<file path="src/rtl/medidor_bias_pkg.sv">
// medidor_bias_pkg: shared types, defaults and helpers
// for the multi-channel GARO bias meter.
package medidor_bias_pkg;

   typedef enum logic [1:0] {
      IDLE    = 2'd0,
      MEASURE = 2'd1,
      DONE    = 2'd2
   } state_t;

   localparam int N_CH_DEF        = 4;
   localparam int OUT_WIDTH_DEF   = 32;
   localparam int RESOL_WIDTH_DEF = 32;

   // Clamp v to the largest value representable in w bits.
   function automatic logic [63:0] saturate(
      input logic [63:0] v,
      input int unsigned w
   );
      logic [63:0] lim;
      lim = (w >= 64) ? '1 : ((64'd1 << w) - 64'd1);
      return (v > lim) ? lim : v;
   endfunction

endpackage

</file>
<file path="src/rtl/medidor_bias_canal.sv">
// medidor_bias_canal: per-channel high-sample counter.
// res already includes the sample of the current edge.
module medidor_bias_canal
   import medidor_bias_pkg::*;
#(
   parameter int RESOL_WIDTH = RESOL_WIDTH_DEF,
   parameter int OUT_WIDTH   = OUT_WIDTH_DEF
) (
   input  logic                 clock,
   input  logic                 resetn,
   input  logic                 clr,
   input  logic                 inc_en,
   input  logic                 muestra,
   output logic [OUT_WIDTH-1:0] res
);

   logic [RESOL_WIDTH-1:0] cnt;
   logic [63:0]            sum;

   // Count high samples; clear has priority over increment.
   always_ff @(posedge clock or negedge resetn) begin
      if (!resetn)
         cnt <= '0;
      else if (clr)
         cnt <= '0;
      else if (inc_en)
         cnt <= cnt + RESOL_WIDTH'(muestra);
   end

   assign sum = 64'(cnt) + 64'(muestra);
   assign res = OUT_WIDTH'(saturate(sum, OUT_WIDTH));

endmodule

</file>
<file path="src/rtl/medidor_bias_multi.sv">
// medidor_bias_multi: N_CH bias meter over a runtime window.
// Define MEDIDOR_BIAS_SYNC_EN to add a 2-flop input synchronizer.
module medidor_bias_multi
   import medidor_bias_pkg::*;
#(
   parameter int N_CH        = N_CH_DEF,
   parameter int OUT_WIDTH   = OUT_WIDTH_DEF,
   parameter int RESOL_WIDTH = RESOL_WIDTH_DEF
) (
   input  logic                      clock,
   input  logic                      resetn,
   input  logic                      enable,
   input  logic                      start,
   input  logic [RESOL_WIDTH-1:0]    resol,
   input  logic [N_CH-1:0]           muestra,
   output logic                      busy,
   output logic                      valid,
   input  logic                      ready,
   output logic [N_CH*OUT_WIDTH-1:0] out
);

   state_t                   state, state_nx;
   logic [RESOL_WIDTH-1:0]   resol_q, cyc_cnt;
   logic [N_CH-1:0]          samp;
   logic [N_CH*OUT_WIDTH-1:0] res_all;
   logic                     req, last, load, clr;

`ifdef MEDIDOR_BIAS_SYNC_EN
   logic [N_CH-1:0] sync1, sync2;

   // Two-stage synchronizer for the asynchronous GARO samples.
   always_ff @(posedge clock or negedge resetn) begin
      if (!resetn) begin
         sync1 <= '0;
         sync2 <= '0;
      end else begin
         sync1 <= muestra;
         sync2 <= sync1;
      end
   end

   assign samp = sync2;
`else
   assign samp = muestra;
`endif

   assign req  = enable & start & (resol != '0);
   assign last = (state == MEASURE) &&
                 (cyc_cnt == resol_q - RESOL_WIDTH'(1));
   assign load = req & ((state == IDLE) |
                        ((state == DONE) & ready));
   assign clr  = load | ~enable;

   // State register.
   always_ff @(posedge clock or negedge resetn) begin
      if (!resetn)
         state <= IDLE;
      else
         state <= state_nx;
   end

   // Next-state logic; enable low forces IDLE from anywhere.
   always_comb begin
      state_nx = state;
      if (!enable)
         state_nx = IDLE;
      else begin
         case (state)
            IDLE:    if (req) state_nx = MEASURE;
            MEASURE: if (last) state_nx = DONE;
            DONE:    if (ready)
                        state_nx = req ? MEASURE : IDLE;
            default: state_nx = IDLE;
         endcase
      end
   end

   // Outputs decoded from the registered state.
   always_comb begin
      busy  = (state == MEASURE);
      valid = (state == DONE);
   end

   // Window length latch and elapsed-sample counter.
   always_ff @(posedge clock or negedge resetn) begin
      if (!resetn) begin
         resol_q <= '0;
         cyc_cnt <= '0;
      end else begin
         if (load)
            resol_q <= resol;
         if (clr)
            cyc_cnt <= '0;
         else if (state == MEASURE)
            cyc_cnt <= cyc_cnt + RESOL_WIDTH'(1);
      end
   end

   // Result register, captured on the final sample edge only.
   always_ff @(posedge clock or negedge resetn) begin
      if (!resetn)
         out <= '0;
      else if (enable && last)
         out <= res_all;
   end

   for (genvar i = 0; i < N_CH; i++) begin : g_canal
      medidor_bias_canal #(
         .RESOL_WIDTH(RESOL_WIDTH),
         .OUT_WIDTH  (OUT_WIDTH)
      ) u_canal (
         .clock  (clock),
         .resetn (resetn),
         .clr    (clr),
         .inc_en (state == MEASURE),
         .muestra(samp[i]),
         .res    (res_all[i*OUT_WIDTH +: OUT_WIDTH])
      );
   end

endmodule

</file>
<file path="config.mk">
export PLATFORM = sky130hd
export DESIGN_NAME = medidor_bias_multi
export DESIGN_NICKNAME = d
export VERILOG_FILES = /design/src/rtl/medidor_bias_pkg.sv /design/src/rtl/medidor_bias_canal.sv /design/src/rtl/medidor_bias_multi.sv
export SDC_FILE = /design/constraint.sdc
export NUM_CORES = 1
export LEC_CHECK = 0
export CAP_MARGIN = 5
export CORE_AREA = 4 4 204 206
export DETAILED_ROUTE_END_ITERATION = 8
export DIE_AREA = 0 0 208 210
export PLACE_DENSITY = 0.67
export SLEW_MARGIN = 15
export SYNTH_ARGS = -nofsm -noshare
export SYNTH_HDL_FRONTEND = slang
export SYNTH_SLANG_ARGS = --single-unit
</file>
<file path="constraint.sdc">
create_clock -name clock -period 3 [get_ports clock]
set_input_delay 0.6 -clock clock [delete_from_list [all_inputs] [get_ports clock]]
set_output_delay 0.6 -clock clock [all_outputs]
set_load 0.05 [all_outputs]
</file>
Yosys cells after proc, flatten, opt, wreduce, memory -nomap -nowiden:

Index checks and enable logic that the tools add are counted.

* register bits: 322
* output and inout port bits: 130
* bits of input ports: 41

* bitwise gates (word level): 7
* reduce and logical (&&, ||, !) cells: 6
* multiplexer cells: 20
* equality and inequality tests: 6
* add/sub/neg operators: 10
* magnitude comparators: 4

Operators by type and width (number)
* $mux 32: 14
* $add 32x1->33: 4
* $gt 33x32->1 const B: 4
* $add 32x1->32: 4
* $add 32x1->32 const B: 1
* $eq 32x32->1: 1
* $reduce_bool 32->1: 1
* $sub 32x1->32 const B: 1
* $mux 2: 4
* $ne 3x2->1 const B: 2
* $pmux 2 s3: 1
* $and 1x1->1: 4
* $ne 3x3->1 const B: 1
* $reduce_and 3->1: 1
* $eq 2x1->1 const B: 1
* $eq 2x2->1 const B: 1
* $logic_and 1x1->1: 2
* $logic_not 2->1: 1
* $or 1x1->1: 2
* $reduce_bool 2->1: 1
* $mux 1: 1
* $not 1->1: 1

Longest topological paths before layout:

Gate-level depths: netlist (run 1).

* depth after elaboration: 6
* mapped depth: 13
* gate-level depth less buffers: 10

Cells and area by module:

Synthesis (run 1) repeated with hierarchy kept, for this count alone.

* cells, all modules: 2016
* area, all modules: 19806.5 µm²

Modules (own cells, without submodules)
* medidor_bias_canal: area each 2560.0 µm², cells an instance 327, seq. area each 800.8 µm², instances 4
* medidor_bias_multi: area each 9566.7 µm², cells an instance 708, seq. area each 4854.7 µm², instances 1

Worst setup path before layout (run 1):

No wires, ideal clock.

* kind: reg2reg
* from: register resol_q[20]
* to: register out[100]
* path buffers: 3
* data required time: 2875 ps
* library setup time: 125 ps
* arrival: 3030 ps
* setup slack: -155 ps
* stages on the path, launching flop included: 12
* period minus slack after synthesis: 3155 ps
* cell sequence: dfrtp_1 > or4_1 > clkbuf_1 > nor4_1 > xnor2_1 > nand4_1 > a2111oi_2 > nand4_1 > nor2_4 > buf_12 > buf_12 > mux2_4

* cells in the longest elaborated chain, start to end: 4

RTL lines
* start, declared: RTL line medidor_bias_multi.sv:23 `logic [RESOL_WIDTH-1:0] resol_q, cyc_cnt;`
* start signal, assigned: RTL line medidor_bias_multi.sv:91 `resol_q <= resol;`
* $sub 32x1->32: RTL line medidor_bias_multi.sv:49 `(cyc_cnt == resol_q - RESOL_WIDTH'(1));`
* $eq 32x32->1: RTL line medidor_bias_multi.sv:49
* $logic_and 1x1->1: RTL line medidor_bias_multi.sv:48 `assign last = (state == MEASURE) &&`
* $logic_and 1x1->1: RTL line medidor_bias_multi.sv:103 `else if (enable && last)`
* end signal, assigned: RTL line medidor_bias_multi.sv:104 `out <= res_all;`
* end, declared: RTL line medidor_bias_multi.sv:19 `output logic [N_CH*OUT_WIDTH-1:0] out`

No other way between the ends.
A chain may end at the register's enable or synchronous reset.

Worst setup path after layout (run 1):

* from: register resol_q[1]
* to: register out[42]

The elaborated chain is that of the path after synthesis.

==> results of run 1 <==
## cells by family (layout without fill, tap and decap cells)
family          count (synthesis)  count (layout)  synth area share, %
xor+xnor                      209             209                 10.3
buf+inv                       119             430                 3.75
simple gates                  711             711                 19.1
fa+ha+maj                      10              10                0.703
compound gates                258             258                 8.61
flops                         322             322                 45.3
mux                           161             161                 12.3
## worst max-delay path: stages (launching register included)
cell       delay [ns]
dfrtp_1          0.39
buf_4            0.15
or4_4            0.56
nor4_4           0.16
xnor2_1          0.16
o2111ai_2        0.18
a2111oi_4        0.22
nand4_1          0.22
nor2_4           0.17
buf_12           0.15
buf_12           0.16
buf_16           0.17
mux2_4           0.31
## state kept, by name, summed over array words and instances, names as in the netlist
signal	cells
g_canal.u_canal.cnt	128
out	128
cyc_cnt	32
resol_q	32
state	2
## worst min path at each step
stage	start	end	slack [ns]	depth (start not counted)
floorplan	resetn	cyc_cnt[0]	0.30	0
global placement	out[120]	out[120]	0.47	1
detailed placement	out[120]	out[120]	0.47	1
CTS	out[120]	out[120]	0.49	1
global route	out[124]	out[124]	0.50	1
finish	out[120]	out[120]	0.48	1
## area by class of cell
cell class	instances	share of cell area, %
multi-input cells	1349	40.9
clock buffers	54	4.93
repair buffers	355	15.3
flip-flops and latches	322	35.5
clock inverters	6	0.193
inverters	15	0.248
well taps	525	2.89
## timing repair
item | 4_1_cts | 5_1_grt
pin swaps | 3 | 4
setup endpoints to repair | 125 | 128
gates cloned | 2 | 4
hold buffers | 1 | 0
resized for setup | 29 | 30
setup buffers | 7 | 9
hold endpoints to repair | 44 | 0
## per-layer routing
layer	global-route usage [%]	routed length, um	vias to the layer above
li1	-	-	6790
met1	28.7	21200	6965
met2	33.5	21700	300
met3	3.53	2090	55
met4	4.53	743	0
met5	0	0	-
## power by group through the flow
stage,clock [uW],sequential [uW],combinational [uW]
after global placement,0,4630,1180
after global routing,4670,4580,1390
final,4370,4570,1270
after floorplan,0,4620,620
after detailed placement,0,4630,1200
after CTS,4510,4560,1250
## cell usage in the layout (no fill, tap or decap), types with 5 or more instances in the layout
| cell type | netlist | routed |
|---|---|---|
| a21oi_1 | 39 | 39 |
| ha_1 | 10 | 9 |
| mux2_1 | 14 | 14 |
| xnor2_1 | 97 | 96 |
| nor2b_1 | 5 | 5 |
| buf_6 | 4 | 7 |
| clkbuf_16 | 0 | 42 |
| and4_1 | 12 | 12 |
| nand3_1 | 71 | 71 |
| nand4_1 | 29 | 29 |
| nor3_1 | 31 | 28 |
| buf_4 | 1 | 151 |
| clkdlybuf4s50_1 | 0 | 168 |
| nor4_1 | 19 | 15 |
| buf_12 | 11 | 17 |
| a22o_1 | 9 | 9 |
| o21ai_0 | 133 | 133 |
| xor2_1 | 112 | 112 |
| inv_1 | 14 | 12 |
| o31ai_1 | 28 | 28 |
| nor4_4 | 0 | 5 |
| or3_1 | 11 | 10 |
| clkbuf_1 | 78 | 5 |
| mux2_4 | 100 | 100 |
| and2_1 | 16 | 16 |
| a31oi_1 | 13 | 13 |
| dfrtp_1 | 322 | 321 |
| a211oi_1 | 9 | 9 |
| nand2_1 | 242 | 239 |
| nor2_1 | 178 | 176 |
| and3_1 | 54 | 54 |
| nand2b_1 | 14 | 13 |
| clkbuf_8 | 0 | 11 |
| mux2_2 | 45 | 45 |
## stage by stage
step | total power [uW] | setup TNS (ns)
2_1_floorplan | 5240 | 0
3_3_place_gp | 5810 | -19.30
3_5_place_dp | 5830 | -21.82
4_1_cts | 10300 | -10.98
5_1_grt | 10600 | -28.01
6_report | 10200 | -8.79
==> flow_summary.ini, run 1 <==
[die]
core_region_area_mm2 = 0.0396
top_level_ports = 171
die_width_um = 208
die_area_mm2 = 0.0437
row_count = 73
initial_core_util_pct = 44.9
die_height_um = 210

[final_layout]
num_antenna_cells = 0
stdcell_area_mm2 = 0.0227
number_of_nets_in_the_layout = 2131
register_area_mm2 = 0.00806
fillCellCount = 3410
finalCoreUtilization_pct = 57.3
post_route_cells_drive_above_1_share_pct = 20.6
post_layout_nonfiller_instances = 2626
multiInputGateArea_mm2 = 0.00931
syn2layout_area_growth_pct = 27.7

[synth]
yosys_register_bits = 322
yosys.cell_types.count = 66
ys_dominant_reg_cell = dfrtp_1
synth-edff-count = 0
synthCells = 1790
synth_area_leader_cell = dfrtp_1
synth_seq_area_share_pct = 45.3
synth.top_cells.by_area = dfrtp_1, mux2_4, xor2_1
syn-num-nets = 1841
synth.most_common_cell = dfrtp_1
synthesis.yosys.warnings = 0
syn_area_mm2 = 0.0178
netlist_top_cells_count = dfrtp_1, nand2_1, nor2_1
avgSynthCellArea_um2 = 9.95
fraction_of_synthesized_cell_area_taken_by_the_top_area_cell_type_pct = 45.3
asyncSetResetFlopFracSynth_pct = 100

[clock_network]
clock-sinks = 322
cts_root_buf = clkbuf_16
cts_inserted_buffers = 37
clk_transition_reported_paths_ns = 0.05
clock_latency_ns = 0.54
h_tree_levels = 2
max-clock-path-buffers = 3
tritoncts = yes

[detailed_routing]
dr.pass1.iters = 6
routed-via-count = 14100
drt_iter0_drc = 779
routed_wl_um = 45800
antenna_left = 0
post_drt_via_cell_ratio = 5.37
drt-wirelength-per-cell_um = 17.4
route.detailed.drc = 0

[worst_setup_path]
regToRegEndpoint = out[42]
cp-startpoint = resol_q[1]
setup.reg_to_reg.worst_slack_ns = -0.14
startpoint_type = flip-flop
critical_path_arrival_ns = 3.55
setup.worst_path.end_class = flip-flop
worst-setup-path-type = flip-flop to flip-flop
worst_ep_required_time_ns = 3.41
regToRegStartpoint = resol_q[1]
endpoint = out[42]
crit_path_max_fanout = 12
worst_reg_to_reg_path_cell_count = 12

[power_and_ir_drop]
power-per-cell-area_mw_per_mm2 = 449
clock_power_share_pct = 42.8
power.net_switching_uw = 2620
internal_power_uw = 7590
p_comb_share_pct = 12.5
vdd_drop_max_uv = 495
leakage_uw = 0.0105
switching_share_pct = 25.7
share_of_power_burned_in_registers_pct = 44.7

[global_routing]
grt_first_pass_wirelength_um = 74600
grtUsageTotal_pct = 20.4
first_global_vias = 14100
grt.overflow.total = 0
grt_start_max_net_pins = 94
initial_antenna_violation_count = 0

[timing]
hold_violations = 0
finClkSkew_ns = 0.0146
final_critical_path_setup_slack_ns = -0.139
worst_slew_margin_rel_pct = 55.4
timing_max_transition_violations_final = 0
setup_repair_after_global_routing_missed_its_margin = yes
final-setup-viol-count = 125
tightest_slew_ns = 0.670
highest_clock_frequency_the_design_can_meet_mhz = 319
final.hold.worst_slack_ns = 0.483
clock_period_minus_final_worst_setup_slack_ns = 3.14
min_period_over_period_pct = 105

[job]
drv.max_cap_violation_count = 0

[placement]
placement.setup.worst_slack_ns = -0.218
finalWeightedCongestion = 0.876
placed_area_mm2 = 0.0210
placed_cells_incl_taps = 2546
buffer_ports.inserted = 170
detailed_place_hpwl_um = 31600

[worst_hold_path]
worst_hold_path_type = flip-flop to flip-flop

[outcome]
failed_checks = setup timing
run_status = finished with violations
Note: power is estimated with default switching activity, not from simulation.
==> run 2: changes to the inputs <==
- GPL_TIMING_DRIVEN: not set -> 0
==> flow_summary.ini, run 2 (synthesis gave the netlist of run 1 again) <==
[detailed_routing]
routed-via-count = 14200
drt-wirelength-per-cell_um = 18.9
routed_wl_um = 48700
dr.pass1.iters = 6
drt_iter0_drc = 1107
route.detailed.drc = 0
antenna_left = 0
post_drt_via_cell_ratio = 5.52

[clock_network]
max-clock-path-buffers = 3
clock-sinks = 322
cts_inserted_buffers = 37
tritoncts = yes
cts_root_buf = clkbuf_16
h_tree_levels = 2
post_cts_hold_buffers = 0
clock_latency_ns = 0.56
clk_transition_reported_paths_ns = 0.06

[final_layout]
syn2layout_area_growth_pct = 24.6
reg.largest.list = g_canal.u_canal.cnt (128), out (128)
post_layout_nonfiller_instances = 2574
num_antenna_cells = 0
layout.cells.most_common = dfrtp_1
number_of_nets_in_the_layout = 2073
post_route_cells_drive_above_1_share_pct = 16.6
final_cell_mix = dfrtp_1, nand2_1, nor2_1, clkdlybuf4s50_1, o21ai_0

[global_routing]
first_global_vias = 14200
grt_first_pass_wirelength_um = 77900
grt_start_max_net_pins = 104
initial_antenna_violation_count = 0
grt.overflow.total = 0
grtUsageTotal_pct = 21.8

[timing]
timing_max_transition_violations_final = 0
final_critical_path_setup_slack_ns = -0.255
setup_repair_after_global_routing_missed_its_margin = yes
min_period_over_period_pct = 108
worst_slew_margin_rel_pct = 41.6
finClkSkew_ns = 0.0226
clock_period_minus_final_worst_setup_slack_ns = 3.25
tightest_slew_ns = 0.876
final-setup-viol-count = 129
final.setup.tns_ns = -27.46
hold_violations = 0
highest_clock_frequency_the_design_can_meet_mhz = 307

[power_and_ir_drop]
leakage_uw = 0.0101
power-per-cell-area_mw_per_mm2 = 470
total_power_consumption_of_the_routed_design_uw = 10400
vdd_drop_max_uv = 329

[placement]
finalWeightedCongestion = 0.894
placement.setup.worst_slack_ns = -1.31
buffer_ports.inserted = 170
detailed_place_hpwl_um = 34400
placed_cells_incl_taps = 2488

[worst_setup_path]
setup.reg_to_reg.worst_slack_ns = -0.25
setup.worst_path.end_class = flip-flop
worst_ep_required_time_ns = 3.42
critical_path_arrival_ns = 3.67
cp_top_family = simple AND/OR/NAND/NOR gates
cp_slowest_cell = or4_1
slowest_delay_ns = 0.51
regToRegStartpoint = resol_q[20]
regToRegEndpoint = out[105]
critical_path.n_buffers_inverters = 4
crit_path_max_fanout = 10
startpoint_type = flip-flop
worstPathCellList = or4_1 -> clkbuf_2 -> nor4_2 -> xnor2_1 -> nand4_1 -> a2111oi_2 -> nand4_1 -> nor2_4 -> buf_12 -> buf_16 -> buf_12 -> mux2_4
worst_reg_to_reg_path_cell_count = 12
worst-setup-path-type = flip-flop to flip-flop

[outcome]
run_status = finished with violations
failed_checks = setup timing

[die]
initial_core_util_pct = 44.9
die_width_um = 208
top_level_ports = 171
die_height_um = 210
row_count = 73
die_area_mm2 = 0.0437
core_region_area_mm2 = 0.0396

[job]
drv.max_cap_violation_count = 0

[worst_hold_path]
worst_hold_path_type = input port to asynchronous set/reset pin
==> run 2: cell count changes in the layout (fill, tap and decap cells not counted), moves of 5 or more <==
cell        change
buf_2           +7
buf_4         -133
buf_6           -5
clkbuf_1       +53
clkbuf_2       +14
clkinvlp_4      +7
mux2_4          +8
==> run 2: area by class of cell <==
type	count	area, um2
repair buffers	199	2130
clock inverters	21	238
multi-input cells	1349	9350
well taps	525	657
clock buffers	45	1030
flip-flops and latches	322	8060
inverters	15	60.1
plain buffers	98	644
fillers	3474	17500
==> run 2: how the worst max path moves through the flow <==
stage	from	to	depth (start not counted)
final	resol_q[20]	out[105]	12
after global routing	resol_q[0]	out[111]	15
after CTS	resol_q[0]	out[96]	12
after detailed placement	muestra[2]	out[91]	14
after global placement	resetn	out[73]	1
after floorplan	resol_q[20]	out[100]	11
==> run 2: worst reg2reg max path, cell delays in order (launching register included) <==
cell and delay, ns:
dfrtp_2 0.44, or4_1 0.52, clkbuf_2 0.18, nor4_2 0.17, xnor2_1 0.15, nand4_1 0.16, a2111oi_2 0.33, nand4_1 0.22
nor2_4 0.16, buf_12 0.15, buf_16 0.18, buf_12 0.17, mux2_4 0.31
==> run 2: where the power goes <==
group	internal, uW	switching, uW	leakage (uW)
clock network	2800	1910	0.000606
logic	447	667	0.00504
registers	4450	164	0.00442
total	7690	2740	0.0101
==> run 2: through the flow <==
stage / utilization, % / instance area, um2 / hold slack [ns]
2_1_floorplan: - / 17800 / 0.304
3_3_place_gp: 50.9 / 20200 / 0.475
3_5_place_dp: 51.1 / 20300 / 0.476
4_1_cts: 55.2 / 21900 / 0.0557
5_1_grt: 55.9 / 22200 / 0.0948
6_report: 55.9 / 22200 / 0.0415
==> run 2: timing repair <==
item	CTS	global route
gates cloned	3	4
setup buffers	14	5
pin swaps	9	5
setup endpoints to repair	262	184
gates resized for setup	52	44
==> run 2: metal layers <==
metal | wire length (um) | part of all wire, % | track usage (%)
met1 | 21900 | 45 | 29.8
met2 | 22600 | 46 | 35.4
met3 | 2610 | 5.4 | 3.51
met4 | 1630 | 3.3 | 8.00
met5 | 0 | 0 | 0
==> run 3: changes to the inputs <==
- SKIP_CTS_REPAIR_TIMING: not set -> 1
- TNS_END_PERCENT: not set -> 10
==> flow_summary.ini, run 3 (synthesis gave the netlist of run 1 again) <==
[timing]
tightest_slew_ns = 1.00
min_period_over_period_pct = 117
finClkSkew_ns = 0.0167
setup_repair_after_global_routing_missed_its_margin = yes
final-setup-viol-count = 142
clock_period_minus_final_worst_setup_slack_ns = 3.50
worst_slew_margin_rel_pct = 33.2
highest_clock_frequency_the_design_can_meet_mhz = 286
timing_max_transition_violations_final = 0
hold_violations = 0
final_critical_path_setup_slack_ns = -0.502

[global_routing]
grt_first_pass_wirelength_um = 76500
grtUsageTotal_pct = 21.4
grt_start_max_net_pins = 103
grt.overflow.total = 0
initial_antenna_violation_count = 0
first_global_vias = 14000

[final_layout]
register_area_mm2 = 0.00806
post_route_cells_drive_above_1_share_pct = 15.3
syn2layout_area_growth_pct = 24.3
reg.largest.list = g_canal.u_canal.cnt (128), out (128)
layout.cells.most_common = dfrtp_1
fillCellCount = 3510
multiInputGateArea_mm2 = 0.00922
final_cell_mix = dfrtp_1, nand2_1, nor2_1, clkdlybuf4s50_1, o21ai_0
number_of_nets_in_the_layout = 2082
stdcell_area_mm2 = 0.0221
num_antenna_cells = 0

[die]
initial_core_util_pct = 44.9
die_width_um = 208
die_height_um = 210
die_area_mm2 = 0.0437
top_level_ports = 171
core_region_area_mm2 = 0.0396
row_count = 73

[detailed_routing]
post_drt_via_cell_ratio = 5.49
drt-wirelength-per-cell_um = 19.1
drt_iter0_drc = 1077
route.detailed.drc = 0
routed_wl_um = 49300
antenna_left = 0
dr.pass1.iters = 5
routed-via-count = 14200

[clock_network]
h_tree_levels = 2
clock-sinks = 322
tritoncts = yes
max-clock-path-buffers = 3
cts_inserted_buffers = 37
cts_root_buf = clkbuf_16
clock_latency_ns = 0.55
clk_transition_reported_paths_ns = 0.06

[placement]
placement.setup.worst_slack_ns = -1.57
finalWeightedCongestion = 0.897
placed_area_mm2 = 0.0203
detailed_place_hpwl_um = 34800
buffer_ports.inserted = 170

[worst_setup_path]
worst_reg_to_reg_path_cell_count = 13
worstPathCellList = inv_2 -> ha_4 -> nor4b_4 -> nand2b_4 -> nor3_4 -> nand4_1 -> a2111oi_2 -> nand4_1 -> nor2_4 -> buf_6 -> buf_12 -> buf_12 -> mux2_4
crit_path_max_fanout = 7
worst_ep_required_time_ns = 3.42
cp_slowest_cell = dfrtp_2
setup.reg_to_reg.worst_slack_ns = -0.50
startpoint_type = flip-flop
critical_path_arrival_ns = 3.92
regToRegStartpoint = resol_q[0]
worst-setup-path-type = flip-flop to flip-flop
setup.worst_path.end_class = flip-flop
regToRegEndpoint = out[64]
slowest_delay_ns = 0.46

[power_and_ir_drop]
total_power_consumption_of_the_routed_design_uw = 10400
vdd_drop_max_uv = 316
internal_power_uw = 7750
power.net_switching_uw = 2620
share_of_power_burned_in_registers_pct = 44.4
power-per-cell-area_mw_per_mm2 = 468
leakage_uw = 0.0101
clock_power_share_pct = 45.4
switching_share_pct = 25.3
p_comb_share_pct = 10.2

[worst_hold_path]
worst_hold_path_type = input port to asynchronous set/reset pin

[outcome]
run_status = finished with violations
failed_checks = setup timing

[job]
drv.max_cap_violation_count = 0
## run 3: cell types whose count changed in the layout (fill, tap and decap cells not counted), moves of 3 or more
cell,before,now
buf_16,7,3
buf_6,2,6
clkbuf_1,58,75
clkbuf_16,41,50
clkbuf_2,14,11
clkbuf_8,7,10
clkinv_2,6,3
clkinvlp_4,8,2
nor2_1,173,176
nor2_2,4,0
nor4_2,5,9
nor4_4,6,1
## run 3: area by class of cell
class | count | share of cell area, %
Buffer | 102 | 2.85
Clock buffer | 58 | 5.18
Inverter | 15 | 0.271
Timing Repair Buffer | 204 | 10.1
Multi-Input combinational cell | 1349 | 41.7
Clock inverter | 8 | 0.548
Sequential cell | 322 | 36.4
Tap cell | 525 | 2.97
## run 3: per-stage QoR
step	TNS [ns]	hold slack (ns)	cells	utilization (%)
after floorplan	-0.860	0.304	1790	-
after global placement	-4393.21	0.476	2485	50.9
after detailed placement	-237.43	0.477	2488	51.1
after CTS	-109.82	0.0320	2554	54.3
after global routing	-80.74	0.0464	2583	55.8
final	-58.94	0.0130	2583	55.8
## run 3: worst max-delay path by stage
stage                     from      end  slack [ns]  cells after the start
finish              resol_q[0]  out[64]       -0.50                     13
global route        resol_q[8]  out[77]       -0.63                     12
CTS                 muestra[2]  out[93]       -1.04                     14
detailed placement  muestra[2]  out[93]       -1.57                     14
global placement        resetn  out[69]      -12.97                      1
floorplan           muestra[2]  out[85]       -0.09                     13
## run 3: power groups by stage
| stage | combinational, uW | sequential (uW) | clock, uW |
|---|---|---|---|
| 2_1_floorplan | 620 | 4620 | 0 |
| 3_3_place_gp | 982 | 4680 | 0 |
| 3_5_place_dp | 1010 | 4670 | 0 |
| 4_1_cts | 1020 | 4590 | 4800 |
| 5_1_grt | 1160 | 4610 | 4960 |
| 6_report | 1060 | 4600 | 4710 |
## run 3: critical path, delay by kind of cell (launching register included)
family | cells | cell delay [ns]
fa+ha+maj | 1 | 0.15
mux | 1 | 0.30
simple gates | 6 | 1.48
flops | 1 | 0.46
compound gates | 1 | 0.40
buf+inv | 4 | 0.57
## run 3: per-layer routing
metal / global-route usage, % / share of wire (%) / up-vias
li1: - / - / 6695
met1: 29.1 / 43 / 6984
met2: 35.6 / 48 / 418
met3: 3.63 / 6.0 / 88
met4: 6.30 / 2.9 / 0
met5: 0 / 0 / -
